===== src/rtl/pc_sequencer_pkg.sv =====
// Shared types and defaults for the pc_sequencer slice.
// State encoding, default widths and the stack-pointer width helper.
package pc_seq_pack;

   localparam int AW_DEF    = 10;
   localparam int DEPTH_DEF = 4;
   localparam int NSUB_DEF  = 16;

   typedef enum logic [1:0] {
      ST_IDLE = 2'd0,
      ST_RUN  = 2'd1,
      ST_HALT = 2'd2
   } state_e;

   // sp must be able to hold DEPTH itself (the "full" value)
   function automatic int sp_w(input int depth);
      return $clog2(depth + 1);
   endfunction

endpackage


===== src/rtl/pc_sequencer_if.sv =====


interface ret_stack_if #(
   parameter int AW    = pc_seq_pack::AW_DEF,
   parameter int DEPTH = pc_seq_pack::DEPTH_DEF
);
   localparam int SPW = pc_seq_pack::sp_w(DEPTH);

   logic           push;
   logic           pop;
   logic           clr;
   logic [AW-1:0]  push_data;
   logic [AW-1:0]  top;
   logic [SPW-1:0] sp;
   logic           full;
   logic           empty;

   modport master (
      output push, pop, clr, push_data,
      input  top, sp, full, empty
   );
   modport slave (
      input  push, pop, clr, push_data,
      output top, sp, full, empty
   );
endinterface


===== src/rtl/pc_sequencer_ret_stack.sv =====
// Return-address stack: push/pop/clear with top, sp, full, empty.
// WRAP=1 lets sp wrap modulo DEPTH; WRAP=0 lets sp reach DEPTH.
module ret_stack
   import pc_seq_pack::*;
#(
   parameter int AW    = AW_DEF,
   parameter int DEPTH = DEPTH_DEF,
   parameter bit WRAP  = 1'b1
) (
   input  logic         clk,
   input  logic         reset,
   ret_stack_if.slave   st
);

   localparam int SPW = sp_w(DEPTH);
   localparam int IW  = (DEPTH > 1) ? $clog2(DEPTH) : 1;

   logic [AW-1:0]  mem_q [DEPTH];
   logic [SPW-1:0] sp_q;
   logic [SPW-1:0] sp_d;
   logic [IW-1:0]  wr_idx;
   logic [IW-1:0]  rd_idx;

   always_comb begin
      wr_idx = IW'(sp_q);
      rd_idx = (sp_q == '0) ? IW'(DEPTH - 1)
                            : IW'(sp_q - SPW'(1));
   end

   always_comb begin
      sp_d = sp_q;
      if (st.clr) begin
         sp_d = '0;
      end else if (st.push) begin
         if (WRAP && sp_q == SPW'(DEPTH - 1))
            sp_d = '0;
         else
            sp_d = sp_q + SPW'(1);
      end else if (st.pop) begin
         if (sp_q == '0)
            sp_d = SPW'(DEPTH - 1);
         else
            sp_d = sp_q - SPW'(1);
      end
   end

   always_ff @(posedge clk or posedge reset) begin
      if (reset)
         sp_q <= '0;
      else
         sp_q <= sp_d;
   end

   // contents are don't-care after reset; only sp is cleared
   always_ff @(posedge clk) begin
      if (st.push && !st.clr)
         mem_q[wr_idx] <= st.push_data;
   end

   assign st.top   = mem_q[rd_idx];
   assign st.sp    = sp_q;
   assign st.full  = (sp_q == SPW'(DEPTH));
   assign st.empty = (sp_q == '0);

endmodule


===== src/rtl/pc_sequencer.sv =====
// Program-counter sequencer: IDLE/RUN/HALT with branch, skip, call, ret.
// Define PC_SEQ_STACK_CHECK_EN to trap stack over/underflow into err.
module pc_sequencer
   import pc_seq_pack::*;
#(
   parameter int AW    = AW_DEF,
   parameter int DEPTH = DEPTH_DEF,
   parameter int NSUB  = NSUB_DEF
) (
   input  logic          clk,
   input  logic          reset,
   input  logic          start,
   input  logic          cfg_we,
   input  logic [3:0]    cfg_idx,
   input  logic [AW-1:0] cfg_addr,
   input  logic          br_take,
   input  logic [AW-1:0] br_target,
   input  logic          skip_take,
   input  logic [2:0]    skip_n,
   input  logic          call,
   input  logic [3:0]    sub_idx,
   input  logic          ret,
   input  logic          halt,
   output logic [AW-1:0] pc,
   output logic          busy,
   output logic          done,
   output logic          err
);

`ifdef PC_SEQ_STACK_CHECK_EN
   localparam bit CHECK = 1'b1;
`else
   localparam bit CHECK = 1'b0;
`endif

   state_e        state_q, state_d;
   logic [AW-1:0] pc_q, pc_d;
   logic          err_q, err_d;
   logic          busy_q, busy_d;
   logic          done_q, done_d;
   logic [AW-1:0] vec_q [NSUB];
   logic          vec_we;
   logic [AW-1:0] pc_inc;
   logic [AW-1:0] call_tgt;

   ret_stack_if #(.AW(AW), .DEPTH(DEPTH)) st_if ();

   ret_stack #(
      .AW    (AW),
      .DEPTH (DEPTH),
      .WRAP  (!CHECK)
   ) u_ret_stack (
      .clk   (clk),
      .reset (reset),
      .st    (st_if)
   );

   assign vec_we = cfg_we && (state_q != ST_RUN)
                && (int'(cfg_idx) < NSUB);

   always_comb begin
      pc_inc   = pc_q + AW'(1);
      call_tgt = (int'(sub_idx) < NSUB) ? vec_q[sub_idx] : '0;
   end

   always_comb begin
      state_d         = state_q;
      pc_d            = pc_q;
      err_d           = err_q;
      st_if.push      = 1'b0;
      st_if.pop       = 1'b0;
      st_if.clr       = 1'b0;
      st_if.push_data = pc_inc;
      unique case (state_q)
         ST_IDLE, ST_HALT: begin
            if (start) begin
               state_d   = ST_RUN;
               pc_d      = '0;
               st_if.clr = 1'b1;
            end
         end
         ST_RUN: begin
            if (halt) begin
               state_d = ST_HALT;
            end else if (ret) begin
               if (CHECK && st_if.empty) begin
                  err_d   = 1'b1;
                  state_d = ST_HALT;
               end else begin
                  pc_d      = st_if.top;
                  st_if.pop = 1'b1;
               end
            end else if (call) begin
               if (CHECK && st_if.full) begin
                  err_d   = 1'b1;
                  state_d = ST_HALT;
               end else begin
                  pc_d       = call_tgt;
                  st_if.push = 1'b1;
               end
            end else if (skip_take) begin
               pc_d = pc_inc + AW'(skip_n);
            end else if (br_take) begin
               pc_d = br_target;
            end else begin
               pc_d = pc_inc;
            end
         end
         default: state_d = ST_IDLE;
      endcase
      busy_d = (state_d == ST_RUN);
      done_d = (state_d == ST_HALT);
   end

   always_ff @(posedge clk or posedge reset) begin
      if (reset) begin
         state_q <= ST_IDLE;
         pc_q    <= '0;
         err_q   <= 1'b0;
         busy_q  <= 1'b0;
         done_q  <= 1'b0;
         for (int i = 0; i < NSUB; i++)
            vec_q[i] <= '0;
      end else begin
         state_q <= state_d;
         pc_q    <= pc_d;
         err_q   <= err_d;
         busy_q  <= busy_d;
         done_q  <= done_d;
         if (vec_we)
            vec_q[cfg_idx] <= cfg_addr;
      end
   end

   assign pc   = pc_q;
   assign busy = busy_q;
   assign done = done_q;
   assign err  = err_q;

endmodule

===== config.mk =====
export PLATFORM = sky130hd
export DESIGN_NAME = pc_sequencer
export DESIGN_NICKNAME = d
export VERILOG_FILES = /design/src/rtl/pc_sequencer_pkg.sv /design/src/rtl/pc_sequencer_if.sv /design/src/rtl/pc_sequencer_ret_stack.sv /design/src/rtl/pc_sequencer.sv
export SDC_FILE = /design/constraint.sdc
export NUM_CORES = 1
export LEC_CHECK = 0
export BUFFER_PORTS_ARGS = -buffer_cell sky130_fd_sc_hd__buf_2
export CORE_ASPECT_RATIO = 0.7
export CORE_UTILIZATION = 40
export CTS_CLUSTER_DIAMETER = 100
export DETAILED_ROUTE_END_ITERATION = 7
export GPL_TIMING_DRIVEN = 0
export HOLD_SLACK_MARGIN = 0.03
export MAX_ROUTING_LAYER = met4
export RECOVER_POWER = 100
export SLEW_MARGIN = 20
export SYNTH_ARGS = -nofsm -noshare
export SYNTH_HDL_FRONTEND = slang
export SYNTH_HIERARCHICAL = 1
export SYNTH_SLANG_ARGS = --single-unit

===== constraint.sdc =====
create_clock -name clk -period 7.1 [get_ports clk]
set_input_delay 1.065 -clock clk [delete_from_list [all_inputs] [get_ports clk]]
set_output_delay 1.065 -clock clk [all_outputs]
set_load 0.01 [all_outputs]

Word level (Yosys, flattened, before mapping)
Memories as Yosys holds them, arrays and structs flattened. Index checks and enable logic that the tools add are counted.

Flip-flop bits (word level): 177. Memory bits (writable): 40. Memories kept: 1. Output and inout bits: 13. Logic and storage cells: 82. Input port bits: 40.

Memory list: u_ret_stack.mem_q (words 4, bits a word 10, read ports 1, clocked after Yosys merged registers in 0, write ports 1, line pc_sequencer_ret_stack.sv:18) `logic [AW-1:0] mem_q [DEPTH];`.

$add $sub $neg: 4. Order comparisons: 3. Reductions and logical operators: 10. Bitwise logic cells: 2. Muxes and demuxes: 33. Equality and inequality tests: 8.

Operator list (number): $bwmux 160 (1); $mux 10 (9); $bmux 10 s4 (1); $demux 10 s4 (1); $pmux 10 s2 (1); $mux 3 (5); $mux 1 (11); $add 10x1->10 const B (1); $add 10x3->10 (1); $ge 5x5->1 const B (2); $not 4->5 (2); $mux 2 (3); $lt 5x1->1 const B (1); $eq 2x1->1 const B (2); $eq 2x2->1 const B (2); $ne 2x2->1 const B (2); $pmux 2 s2 (1); $add 3x1->3 const B (1); $eq 3x2->1 const B (1); $logic_and 1x1->1 (3); $logic_not 3->1 (1); $reduce_and 3->1 (1); $reduce_bool 3->1 (1); $sub 3x1->3 const B (1); 5 further kinds (5).

Longest topological paths before layout
Gate-level depths: netlist of the first run.

Depth in word-level cells: 8. Mapped depth: 14. Depth with buffers taken out: 10.

By module
The synthesis of the first run kept the hierarchy.

By module, submodules not included: pc_sequencer (cells an instance 653, instances 1, seq. area each 4354.2 um2, area an instance 8811.0 um2); ret_stack (cells an instance 144, instances 1, seq. area each 1276.2 um2, area an instance 1953.1 um2).

Worst setup path before layout of the first run
OpenSTA, ideal clock, no wires.

Kind: input to register. Start: input sub_idx[0]. End: register pc_q[5] (netlist: pc[5]). Stages: 7. Required time: 6974 ps. Arrival time: 2635 ps. Buffers on the path: 1. Library setup time: 126 ps. Slack: 4339 ps. Cells stage by stage: buf_2 -> mux4_2 -> mux4_2 -> nand2_1 -> nand4_1 -> a31oi_1 -> a21oi_1.

Cells in the longest elaborated chain, start to end: 8.

Ends and longest elaborated chain: start, declared (line pc_sequencer.sv:21) `input logic [3:0] sub_idx,`; $not 4->5 (not written as such) (line pc_sequencer.sv:63) `call_tgt = (int'(sub_idx) < NSUB) ? vec_q[sub_idx] : '0;`; $bmux 10 s4 (line pc_sequencer.sv:63); $mux 10 (not written as such) (2 in series) (line pc_sequencer.sv:63); $mux 10 (line pc_sequencer.sv:93) `end else if (call) begin`; $mux 10 (line pc_sequencer.sv:85) `end else if (ret) begin`; $mux 10 (line pc_sequencer.sv:83) `if (halt) begin`; $pmux 10 s2 (line pc_sequencer.sv:74) `unique case (state_q)`; end signal, assigned (line pc_sequencer.sv:126) `pc_q <= pc_d;`; end, declared (line pc_sequencer.sv:37) `logic [AW-1:0] pc_q, pc_d;`.

Every way passes these cells. The select of a mux whose other input is x is not followed. A chain may end at the register's enable or synchronous reset.

Worst setup path in the final report of the first run
Start: register u_ret_stack.sp_q[0] (netlist: u_ret_stack/st.sp[0]). End: register pc_q[9] (netlist: pc[9]).

Cells in the longest elaborated chain, start to end: 6. Elaborated cells on any way between the ends: 7. Those cells by class: 1 x add/sub; 4 x mux; 1 x reduce/logical; 1 x memory.

Ends and longest elaborated chain: start, declared (line pc_sequencer_ret_stack.sv:19) `logic [SPW-1:0] sp_q;`; start signal, assigned (line pc_sequencer_ret_stack.sv:51) `sp_q <= sp_d;`; $sub 3x1->3 or $logic_not 3->1 (tied branches) (line pc_sequencer_ret_stack.sv:27, pc_sequencer_ret_stack.sv:26); $mux 2 (*) (line pc_sequencer_ret_stack.sv:26) `rd_idx = (sp_q == '0) ? IW'(DEPTH - 1)`; $mem_v2 4x10 (*); via st_if.top[9] (line pc_sequencer_if.sv:13) `logic [AW-1:0] top;`; $mux 10 (*) (line pc_sequencer.sv:85); $mux 10 (*) (line pc_sequencer.sv:83); $pmux 10 s2 (*) (line pc_sequencer.sv:74).

Mark *: on every way through the listed nets, which the timed path passes. The rest lies on a longest branch. The select of a mux whose other input is x is not followed.

==> flow_summary.json, run 1 <==
{
  "dp_hpwl_microns": 19300,
  "die_area_sq_um": 27600,
  "r2r_start": "u_ret_stack/st.sp[0]",
  "synthCells": 795,
  "avgSynthCellArea_sq_um": 13.5,
  "cts_tree": "yes",
  "wirelength_microns": 28100,
  "leakagePower_nw": 4.99,
  "worst-setup-path-type": "reg2reg",
  "crit_buf_inv": 4,
  "drt_iter0_drc": 534,
  "slew_violations": 132,
  "cts.repair.resized": 0,
  "die_w_microns": 198,
  "synthesis.nets": 845,
  "cts_setup_buffers": 0,
  "cap_violations": 7,
  "rr_worst_depth": 12,
  "syn2layout_area_growth_pct": 12.3,
  "dp.cells": 1198,
  "first_global_vias": 6829,
  "wl_per_cell_microns": 22.7,
  "worst_pin_slew_ns": 3.47,
  "peakVddDrop_mv": 0.231,
  "endpoint_kind": "flop",
  "arrival_ns": 3.76,
  "status": "finished with violations",
  "synth_area_sq_um": 10800,
  "drive_gt1_share_pct": 35.3,
  "drc": 0,
  "r2r_end": "pc[9]",
  "cp_slowest_cell": "clkbuf_1",
  "final_core_util_pct": 46.4,
  "detail-route-antenna-nets": 0,
  "via_per_inst": 5.59,
  "grt_util_all_layers_pct": 21.8,
  "design_area_sq_um": 12100,
  "clkSinkCount": 217,
  "cts_buffers": 23,
  "grt_overflow": 0,
  "routabilityCongestion": 0.903,
  "max_stage_delay_ns": 0.54,
  "hold_violations": 0,
  "cts_htree_levels": 1,
  "fin_nets": 916,
  "slew_headroom_pct": -133,
  "cts-root-buf": "clkbuf_16",
  "first_pass_iters": 5,
  "start_util_pct": 41.3,
  "pwr_density_cell_nw_per_um2": 321,
  "violations": "capacitance limit, slew limit",
  "multiInputGateArea_sq_um": 4720,
  "r2r_setup_slack_ns": 3.72,
  "clk_path_buf_depth": 3,
  "crit_chain": "clkbuf_1 -> clkbuf_1 -> inv_1 -> ha_1 -> clkbuf_1 -> nand3_1 -> o221a_2 -> o21a_1 -> a22oi_1 -> o21ai_0 -> a31oi_1 -> o211ai_1",
  "fin_cells": 1239,
  "cp_max_fo": 10,
  "antenna_found_initial": 1,
  "period_minus_slack_ns": 3.38,
  "clk_latency_ns": 0.52,
  "cp_top_family": "buffers and inverters",
  "skew_ns": 0.0110,
  "fp.coreArea_sq_um": 26100,
  "p_total_mw": 3.88,
  "grt_max_degree": 99,
  "die_h_microns": 139,
  "fmax_mhz": 296,
  "hold_buffers": 0,
  "grt_pass1_wl_microns": 43200,
  "ios": 53,
  "clk_pin_slew_ns": 0.06,
  "cp.required_ns": 7.49,
  "nFillCells": 2384,
  "yosys_warnings": 6,
  "cp_common_cell": "clkbuf_1",
  "setup_ws_ns": 3.72,
  "place_ws_ns": 3.63,
  "rsz0062_at_grt": "false",
  "setup_viol": 0,
  "num_vias": 6923,
  "dpl-instance-area_sq_um": 11500,
  "portBuffers": 45,
  "min_path_type": "in2async",
  "ff_latch_area_sq_um": 5630,
  "finalCritPeriodShare_pct": 47.5,
  "cp-start-kind": "flop",
  "row_count": 49
}
[per-stage QoR]
stage	hold WS [ns]	TNS, ns
after floorplan	0.474	0
after global placement	0.483	-173.18
after detailed placement	0.491	0
after CTS	0.459	0
after global routing	0.424	0
final	0.418	0
[final cells by class]
type / instances / area share, %
clock buffers: 30 / 5.23
clock inverters: 10 / 0.507
multi-input cells: 496 / 39.0
plain buffers: 52 / 2.03
well taps: 357 / 3.70
inverters: 30 / 0.942
flip-flops and latches: 217 / 46.6
diodes: 1 / 0.0207
repair buffers: 46 / 1.94
[placed cells by master, fill, tap and decap left out, types with 3 or more instances in the layout]
cell type	n
dfrtp_1	177
mux2_2	162
clkbuf_1	50
mux4_2	45
buf_2	42
nor2_1	40
edfxtp_1	40
nand2_1	33
inv_1	26
nand3_1	25
clkbuf_16	23
o21ai_0	17
mux2i_1	17
nand2b_1	15
a21oi_1	15
a31oi_1	13
o221a_2	11
xnor2_1	10
nor3_1	9
ha_1	9
clkinv_2	7
o211ai_1	6
nand4_1	5
buf_4	5
a211oi_1	5
xor2_1	4
o22ai_1	4
o211a_1	4
and2_0	4
nor4_1	3
clkinv_1	3
or4_1	3
or3_1	3
clkbuf_8	3
[report_power, final]
| group | leakage (nW) | switching [mW] | internal, mW |
|---|---|---|---|
| Clock | 0.350 | 0.503 | 0.629 |
| Sequential | 2.60 | 0.158 | 1.59 |
| Combinational | 2.05 | 0.476 | 0.523 |
[per-layer routing]
layer	vias to the layer above	share of wire [%]	routed length (microns)	GRT usage, %
li1	3097	-	-	-
met1	3589	52	14600	35.2
met2	208	41	11500	28.5
met3	29	5.8	1640	3.48
met4	0	1.4	384	3.63
met5	-	0	0	-
[sequential cells by signal, summed over array words and instances, names as in the netlist]
name / cells
vec_q: 160
u_ret_stack/mem_q: 40
pc: 10
u_ret_stack/st.sp: 3
state_q: 2
busy: 1
done: 1
[how the worst max path moves through the flow]
| stage | from | endpoint | slack (ns) | cells after the start |
|---|---|---|---|---|
| floorplan | reset | busy | 1.32 | 1 |
| global placement | reset | vec_q[11] | -1.02 | 2 |
| detailed placement | ret | u_ret_stack/mem_q[0][1] | 3.63 | 6 |
| CTS | u_ret_stack/st.sp[0] | pc[9] | 3.90 | 12 |
| global route | reset | vec_q[131] | 3.34 | 2 |
| finish | u_ret_stack/st.sp[0] | pc[9] | 3.72 | 12 |
No activity file was read; power rests on OpenSTA's default activity.
==> run 2, diff against run 1 <==
==> constraint.sdc (replaced) <==
create_clock -name clk -period 3.4 [get_ports clk]
set_input_delay 0.51 -clock clk [delete_from_list [all_inputs] [get_ports clk]]
set_output_delay 0.51 -clock clk [all_outputs]
set_load 0.01 [all_outputs]
==> run 2 against run 1 <==
Net effect: routed wire length up 0.81%; worst setup slack worse by 3.4 ns; combinational power up 110%; clock power up 140%; final cell count up 0.48%; clock skew down 0.0020 ns; maximum frequency up 10%; largest cell class unchanged; die area unchanged; sequential power up 110%; the flow still finishes with violations (capacitance limit, slew limit); design area up 1.6%; flip-flop and latch count unchanged; critical path type unchanged; core utilization up 0.73 points.
==> flow_summary.json, run 2 (synthesis gave the netlist of run 1 again) <==
{
  "worst-setup-path-type": "reg2reg",
  "routabilityCongestion": 0.918,
  "fin_nets": 922,
  "violations": "capacitance limit, slew limit",
  "slew_headroom_pct": -18.8,
  "fp.coreArea_sq_um": 26100,
  "holdPathStages": 3,
  "die_w_microns": 198,
  "arrival_ns": 3.51,
  "clk_path_buf_depth": 3,
  "grt_max_degree": 33,
  "crit_chain": "clkbuf_1 -> xor2_1 -> ha_1 -> a21oi_1 -> nand2_1 -> o21ai_0 -> or4_1 -> nand3_1 -> a32o_1",
  "drive_gt1_share_pct": 35.8,
  "grt_util_all_layers_pct": 22.3,
  "whs_endpoint": "done",
  "period_minus_slack_ns": 3.06,
  "dp_hpwl_microns": 19900,
  "skew_ns": 0.00904,
  "final_cell_mix": "dfrtp_1, mux2_2, clkbuf_1",
  "setup_viol": 0,
  "start_util_pct": 41.3,
  "pwr_density_cell_nw_per_um2": 687,
  "tns_ns": 0,
  "cts_tree": "yes",
  "first_pass_iters": 5,
  "row_count": 49,
  "cp.required_ns": 3.84,
  "min_path_type": "in2reg",
  "holdCritStartpoint": "halt",
  "ios": 53,
  "leakagePower_nw": 5.08,
  "finalCritPeriodShare_pct": 90.1,
  "p_total_mw": 8.43,
  "grt_pass1_wl_microns": 44200,
  "num_vias": 6980,
  "rr_worst_depth": 9,
  "final_core_util_pct": 47.1,
  "max_stage_delay_ns": 0.55,
  "cp_max_fo": 10,
  "grt_overflow": 0,
  "cp_slowest_cell": "or4_1",
  "cts_htree_levels": 1,
  "wirelength_microns": 28400,
  "status": "finished with violations",
  "antennaDiodeCount": 0,
  "clk_latency_ns": 0.51,
  "hold_ws_ns": 0.324,
  "via_per_inst": 5.61,
  "portBuffers": 45,
  "cp-start-kind": "flop",
  "hold_violations": 0,
  "drc": 0,
  "regMostFlops": "vec_q",
  "final_common_cell": "dfrtp_1",
  "endpoint_kind": "flop",
  "rsz0062_at_grt": "false",
  "fmax_mhz": 326,
  "first_global_vias": 6960,
  "die_area_sq_um": 27600,
  "r2r_end": "pc[7]",
  "r2r_start": "pc[2]",
  "r2r_setup_slack_ns": 0.34,
  "crit_buf_inv": 1,
  "clk_pin_slew_ns": 0.06,
  "detail-route-antenna-nets": 0,
  "peakVddDrop_mv": 0.392,
  "syn2layout_area_growth_pct": 14.1,
  "drt_iter0_drc": 531,
  "largest_register_ff_count": 160,
  "cts_buffers": 23,
  "die_h_microns": 139,
  "slew_violations": 66,
  "clkSinkCount": 217,
  "wl_per_cell_microns": 22.8,
  "cts.repair.resized": 0,
  "cap_violations": 7,
  "cp_top_family": "simple AND/OR/NAND/NOR gates",
  "cts-root-buf": "clkbuf_16",
  "antenna_found_initial": 0,
  "worst_pin_slew_ns": 1.78
}
## run 2: layout make-up
cell class                      instances  area (sq um)
Fill cell                            2332         13800
Buffer                                 51           243
Tap cell                              357           447
Clock buffer                           31           658
Timing Repair Buffer                   53           303
Inverter                               30           114
Sequential cell                       217          5630
Clock inverter                         10           145
Multi-Input combinational cell        496          4730
## run 2: worst max path at each step
stage / from / slack, ns / cells past startpoint / endpoint
floorplan: reset / 0.67 / 1 / busy
global placement: reset / -0.64 / 2 / vec_q[11]
detailed placement: u_ret_stack/st.sp[0] / 0.19 / 12 / pc[9]
CTS: u_ret_stack/st.sp[0] / 0.17 / 12 / pc[9]
global route: reset / 0.07 / 6 / vec_q[32]
finish: pc[2] / 0.34 / 9 / pc[7]
## run 2: what timing repair did
| action | 4_1_cts | 5_1_grt |
|---|---|---|
| hold endpoints to repair | 7 | 0 |
| setup buffers | 0 | 0 |
| endpoints found under the setup margin | 0 | 1 |
| hold buffers | 1 | 0 |
## run 2: per-layer routing
layer  track usage, %  up-vias  wire (microns)  part of all wire [%]
li1                 -     3115               -                     -
met1             35.5     3632           14600                    52
met2             29.7      202           11700                    41
met3             3.45       31            1630                   5.8
met4             3.63        0             429                   1.5
met5                -        -               0                     0
## run 2: power by group
| part | leakage (nW) | internal [mW] | switching, mW |
|---|---|---|---|
| registers | 2.60 | 3.32 | 0.327 |
| clock network | 0.392 | 1.65 | 1.03 |
| logic | 2.09 | 1.10 | 0.994 |
| total | 5.08 | 6.08 | 2.35 |
## run 2: worst min-delay path: cells and delay by family
kind / cells / cell delay (ns)
AOI/OAI and AO/OA: 1 / 0.09
buffers and inverters: 2 / 0.19
## run 2: stage by stage
stage	instances	setup slack, ns	instance area (sq um)
after floorplan	795	0.665	10800
final	1245	0.335	12300
after global routing	1245	0.0731	12300
after CTS	1246	0.171	12400
after global placement	1197	-0.636	11400
after detailed placement	1204	0.185	11600
